--- src/rtl/flunky_apb_arbiter.sv ---
// Round-robin arbiter and APB master sequencer for the shared flunkyfive
// slave port. Single-beat commands from NUM_REQ requesters are serialised
// into SETUP/ACCESS transfers; a one-cycle completion pulse with read data
// goes back to the requester that was granted.
//
// state  | meaning
// -------+--------------------------------------------------------------
// IDLE   | no transfer; arbitrate, accept winner, latch its command
// SETUP  | psel=1, penable=0, latched command on paddr/pwrite/pwdata
// ACCESS | psel=1, penable=1, prdata captured at end of cycle
module flunky_apb_arbiter #(
    parameter int NUM_REQ    = 2,
    parameter int ADDR_WIDTH = 20,
    parameter int DATA_WIDTH = 32
) (
    input  logic                          clk,
    input  logic                          reset,
    input  logic [NUM_REQ-1:0]            req_valid,
    output logic [NUM_REQ-1:0]            req_ready,
    input  logic [NUM_REQ-1:0]            req_write,
    input  logic [NUM_REQ*ADDR_WIDTH-1:0] req_addr,
    input  logic [NUM_REQ*DATA_WIDTH-1:0] req_wdata,
    output logic [NUM_REQ-1:0]            rsp_valid,
    output logic [DATA_WIDTH-1:0]         rsp_rdata,
    output logic [ADDR_WIDTH-1:0]         paddr,
    output logic                          pwrite,
    output logic                          psel,
    output logic                          penable,
    output logic [DATA_WIDTH-1:0]         pwdata,
    input  logic [DATA_WIDTH-1:0]         prdata
);

    localparam int PTR_W = (NUM_REQ > 1) ? $clog2(NUM_REQ) : 1;

    typedef enum logic [1:0] {
        IDLE   = 2'd0,
        SETUP  = 2'd1,
        ACCESS = 2'd2
    } state_t;

    state_t              state;
    state_t              state_next;

    logic [PTR_W-1:0]    rr_ptr;
    logic [PTR_W-1:0]    rr_ptr_next;
    logic [PTR_W-1:0]    grant_idx;
    logic [PTR_W-1:0]    winner;
    logic [PTR_W-1:0]    cand_idx;
    int                  cand;
    logic                any_valid;
    logic                accept;

    logic [ADDR_WIDTH-1:0] addr_q;
    logic                  write_q;
    logic [DATA_WIDTH-1:0] wdata_q;
    logic                  rsp_pend;
    logic [DATA_WIDTH-1:0] rsp_data_q;

    // Round-robin search starting at rr_ptr; walking the offsets from the
    // far end down lets the nearest valid requester overwrite the others.
    always_comb begin
        winner    = rr_ptr;
        any_valid = 1'b0;
        cand      = 0;
        cand_idx  = '0;
        for (int k = NUM_REQ - 1; k >= 0; k--) begin
            cand     = (int'(rr_ptr) + k) % NUM_REQ;
            cand_idx = PTR_W'(cand);
            if (req_valid[cand_idx]) begin
                winner    = cand_idx;
                any_valid = 1'b1;
            end
        end
    end

    // Pointer moves to the requester after the winner, wrapping at NUM_REQ.
    always_comb begin
        if (winner == PTR_W'(NUM_REQ - 1)) begin
            rr_ptr_next = '0;
        end else begin
            rr_ptr_next = winner + 1'b1;
        end
    end

    // A command is taken only in IDLE; reset also masks the ready strobe so
    // every output reads zero while reset is held.
    assign accept = (state == IDLE) && any_valid && !reset;

    // Ready is a combinational one-hot strobe for the winner.
    always_comb begin
        req_ready = '0;
        if (accept) begin
            req_ready[winner] = 1'b1;
        end
    end

    // State register.
    always_ff @(posedge clk or posedge reset) begin
        if (reset) begin
            state <= IDLE;
        end else begin
            state <= state_next;
        end
    end

    // Next state and APB strobes; reset forces IDLE so psel/penable drop at once.
    always_comb begin
        state_next = state;
        psel       = 1'b0;
        penable    = 1'b0;
        case (state)
            IDLE: begin
                if (any_valid) begin
                    state_next = SETUP;
                end
            end
            SETUP: begin
                psel       = 1'b1;
                state_next = ACCESS;
            end
            ACCESS: begin
                psel       = 1'b1;
                penable    = 1'b1;
                state_next = IDLE;
            end
            default: begin
                state_next = IDLE;
            end
        endcase
    end

    // Arbitration pointer and grant index advance only on an accept.
    always_ff @(posedge clk or posedge reset) begin
        if (reset) begin
            rr_ptr    <= '0;
            grant_idx <= '0;
        end else if (accept) begin
            rr_ptr    <= rr_ptr_next;
            grant_idx <= winner;
        end
    end

    // Latch the winning command; write data is zeroed for reads so pwdata
    // never carries stale data on a read transfer.
    always_ff @(posedge clk or posedge reset) begin
        if (reset) begin
            addr_q  <= '0;
            write_q <= 1'b0;
            wdata_q <= '0;
        end else if (accept) begin
            addr_q  <= req_addr[int'(winner)*ADDR_WIDTH +: ADDR_WIDTH];
            write_q <= req_write[winner];
            wdata_q <= req_write[winner]
                     ? req_wdata[int'(winner)*DATA_WIDTH +: DATA_WIDTH]
                     : '0;
        end
    end

    assign paddr  = addr_q;
    assign pwrite = write_q;
    assign pwdata = wdata_q;

    // Completion pulse follows ACCESS by one cycle; read data is held only
    // for that cycle and is zero for writes.
    always_ff @(posedge clk or posedge reset) begin
        if (reset) begin
            rsp_pend   <= 1'b0;
            rsp_data_q <= '0;
        end else begin
            rsp_pend   <= (state == ACCESS);
            rsp_data_q <= (state == ACCESS && !write_q) ? prdata : '0;
        end
    end

    // Steer the completion pulse to the granted requester.
    always_comb begin
        rsp_valid = '0;
        for (int i = 0; i < NUM_REQ; i++) begin
            rsp_valid[i] = rsp_pend && (grant_idx == PTR_W'(i));
        end
    end

    assign rsp_rdata = rsp_data_q;

endmodule
--- config.mk ---
export PLATFORM = sky130hd
export DESIGN_NAME = flunky_apb_arbiter
export DESIGN_NICKNAME = d
export VERILOG_FILES = /design/src/rtl/flunky_apb_arbiter.sv
export SDC_FILE = /design/constraint.sdc
export NUM_CORES = 1
export LEC_CHECK = 0
export BUFFER_PORTS_ARGS = -buffer_cell sky130_fd_sc_hd__buf_2
export CORE_ASPECT_RATIO = 0.7
export CORE_UTILIZATION = 47
export DETAILED_ROUTE_END_ITERATION = 12
export PLACE_DENSITY = 0.82
export SKIP_CTS_REPAIR_TIMING = 1
export SYNTH_ARGS = -nofsm -noshare
export SYNTH_HDL_FRONTEND = slang
export SYNTH_SLANG_ARGS = --single-unit
--- constraint.sdc ---
create_clock -name clk -period 5.4 [get_ports clk]
set_input_delay 0 -clock clk [delete_from_list [all_inputs] [get_ports clk]]
set_output_delay 0 -clock clk [all_outputs]
set_load 0.1 [all_outputs]
==> metrics.yaml <==
grt_max_degree: 91
number_of_synthesized_register_bits: 90
drt_pass1_iterations: 9
r2r_end: "paddr[0]"
post-place-cells: 675
worst-slew-pin-transition_ns: 1.24
diodes: 0
final_cell_count_no_fill: 771
post_synthesis_cell_count: 369
setup_viol: 0
globalRouteMet3Util: 0.0672
chipWidth_um: 112
path_class: "flip-flop to flip-flop"
netlist_top_cells_count: "sky130_fd_sc_hd__dfrtp_1, sky130_fd_sc_hd__and2_1, sky130_fd_sc_hd__nand2_1"
grt_antenna_before_repair: 0
row_count: 27
critPathCaptureType: "flip-flop"
syn-mean-instance-area_um2: 10.7
register_area_um2: 2250
final_nets: 811
synth.cell_area_um2: 3960
data_required_time_of_the_critical_path_ns: 5.59
die_area_um2: 8800
run_status: "finished with violations"
cell_type_with_the_highest_aggregate_area_in_the_netlist: "sky130_fd_sc_hd__dfrtp_1"
clk-insertion-delay-late_ns: 0.34
cts.clk_slew.worst_paths_ns: 0.07
reg2reg_slack_ns: 2.81
grt.met1_usage: 0.277
synth_area_leaders: "sky130_fd_sc_hd__dfrtp_1, sky130_fd_sc_hd__and2_1, sky130_fd_sc_hd__a32oi_1"
gpl.final_weighted_congestion: 0.734
first_iter_violations: 220
netlist-cell-type-count: 25
drv_cap: 0
cts_tree: "yes"
final.setup.tns_ns: 0
number_of_global_route_vias_before_repair: 3323
clock-root-buffer: "sky130_fd_sc_hd__clkbuf_16"
critical_path.slowest_cell: "sky130_fd_sc_hd__maj3_2"
report.final.hold_viol_count: 103
htree_levels: 3
finClkSkew_ns: 0.0112
start_util: 0.494
ys.flop_type: "sky130_fd_sc_hd__dfrtp_1"
max_slew_margin: 0.174
clock_sinks: 90
rr_worst_depth: 4
synth_top_area_frac: 0.569
postRouteWirelength_um: 12300
globalRouteMet2Util: 0.405
grt.total_usage: 0.233
grt_overflow: 0
synth_edf_count: 0
routed_via_density: 5.20
fmaxAchievable_ghz: 0.387
number_of_slew_limit_violations_in_the_final_report: 0
multi_input_comb_area_um2: 1540
core_um2: 8010
dr_total_vias: 4012
timing.critical_path.slowest_cell_delay_ns: 1.03
synth_sequential_area_ratio: 0.569
post-synth-top-count-cell: "sky130_fd_sc_hd__dfrtp_1"
detailed_place.area_um2: 5120
numPortBuffers: 232
cts_made_buffers: 9
worst_hold_slack_ns: -0.0460
drive_above_1_share: 0.384
busiest_layer: "met2"
worstHoldPathType: "input pin to flip-flop"
failed_checks: "DRC, hold timing"
global_route_wire_length_before_repair_um: 16000
clock_tree.buffer_depth: 2
detail_route.drc_violations: 14
die_y_um: 78.8
period_share: 0.479
postRouteAntennaNets: 0
finalCriticalPeriod_ns: 2.59
yosysWarningCount: 0
min_delay_path_depth: 3
postSynthNetCount: 515
top_level_ports: 233
async_reset_ff_frac: 1.00
finalInstanceArea_um2: 6260
whs_endpoint: "paddr[19]"
worstReg2RegStart: "rr_ptr"
hold_path.startpoint: "req_addr[19]"
cp.arrival_ns: 2.78
final.fill_count: 526
critical_path.cell_chain: "maj3_2 > mux2i_1 > dlygate4sd3_1 > o21ai_1"
cp_max_fanout: 53
dpl.hpwl_um: 7330
rsz0062_at_grt: "no"
detail_route.wl_per_cell_um: 15.9
critPathLaunchType: "flip-flop"
syn2layout_area_growth_pct: 58.1
[final cells by class]
class / count / area share
flip-flops and latches: 90 / 0.360
repair buffers: 315 / 0.317
multi-input cells: 245 / 0.246
clock buffers: 11 / 0.0372
well taps: 101 / 0.0202
clock inverters: 5 / 0.0164
inverters: 4 / 0.00280
[worst max-delay path by stage]
stage | from | end | slack, ns | cells after the start
after CTS | state[0] | req_ready[1] | 2.86 | 7
after global routing | rr_ptr | paddr[7] | 2.68 | 4
after floorplan | state[0] | grant_idx | 2.66 | 7
after detailed placement | state[0] | req_ready[1] | 3.23 | 7
after global placement | state[0] | req_ready[1] | 3.32 | 7
final | rr_ptr | paddr[0] | 2.81 | 4
[cell usage in the layout, fill, tap and decap left out, types with 3 or more instances in the layout]
master,Yosys,final
sky130_fd_sc_hd__and2_1,65,65
sky130_fd_sc_hd__buf_4,0,3
sky130_fd_sc_hd__mux2i_1,20,20
sky130_fd_sc_hd__ha_1,4,4
sky130_fd_sc_hd__buf_2,2,232
sky130_fd_sc_hd__dlygate4sd3_1,0,80
sky130_fd_sc_hd__a32oi_1,32,32
sky130_fd_sc_hd__nor2b_1,3,3
sky130_fd_sc_hd__o21ai_1,50,49
sky130_fd_sc_hd__nand2_1,54,54
sky130_fd_sc_hd__bufinv_16,0,3
sky130_fd_sc_hd__dfrtp_1,90,90
sky130_fd_sc_hd__clkbuf_16,0,9
sky130_fd_sc_hd__o21ai_0,5,5
[metal layers]
metal  up-vias  routed length [µm]
li1       1857                   -
met1      1933                4820
met2       189                6230
met3        33                 869
met4         0                 378
met5         -                   0
[worst max-delay path, delay by kind of cell, from the launching register on]
kind | cells | cell delay, ns
mux | 1 | 0.30
compound gates | 1 | 0.07
buf+inv | 1 | 0.58
flops | 1 | 0.41
fa+ha+maj | 1 | 1.03
[flip-flops by register name (all words and copies together) (netlist names)]
register	cells
pwdata	32
rr_ptr	1
rsp_pend	1
grant_idx	1
state	2
paddr	20
pwrite	1
rsp_rdata	32
[logic make-up (layout without fill, tap and decap cells)]
family,after synthesis,count (layout),share of synthesized area
buf+inv,34,335,0.0446
compound gates,93,93,0.151
flops,90,90,0.569
fa+ha+maj,5,5,0.0155
mux,22,22,0.0563
simple gates,125,125,0.163
[metrics by stage]
stage | hold WS, ns | setup slack [ns] | util
2_1_floorplan | 0.129 | 2.66 | -
3_3_place_gp | 0.206 | 3.32 | 0.639
3_5_place_dp | 0.208 | 3.23 | 0.639
4_1_cts | -0.144 | 2.86 | 0.681
5_1_grt | 0.000867 | 2.68 | 0.781
6_report | -0.0460 | 2.81 | 0.781
Power is not shown: default switching activity piles up to over one toggle a cycle in this logic, so the estimate is an artifact.
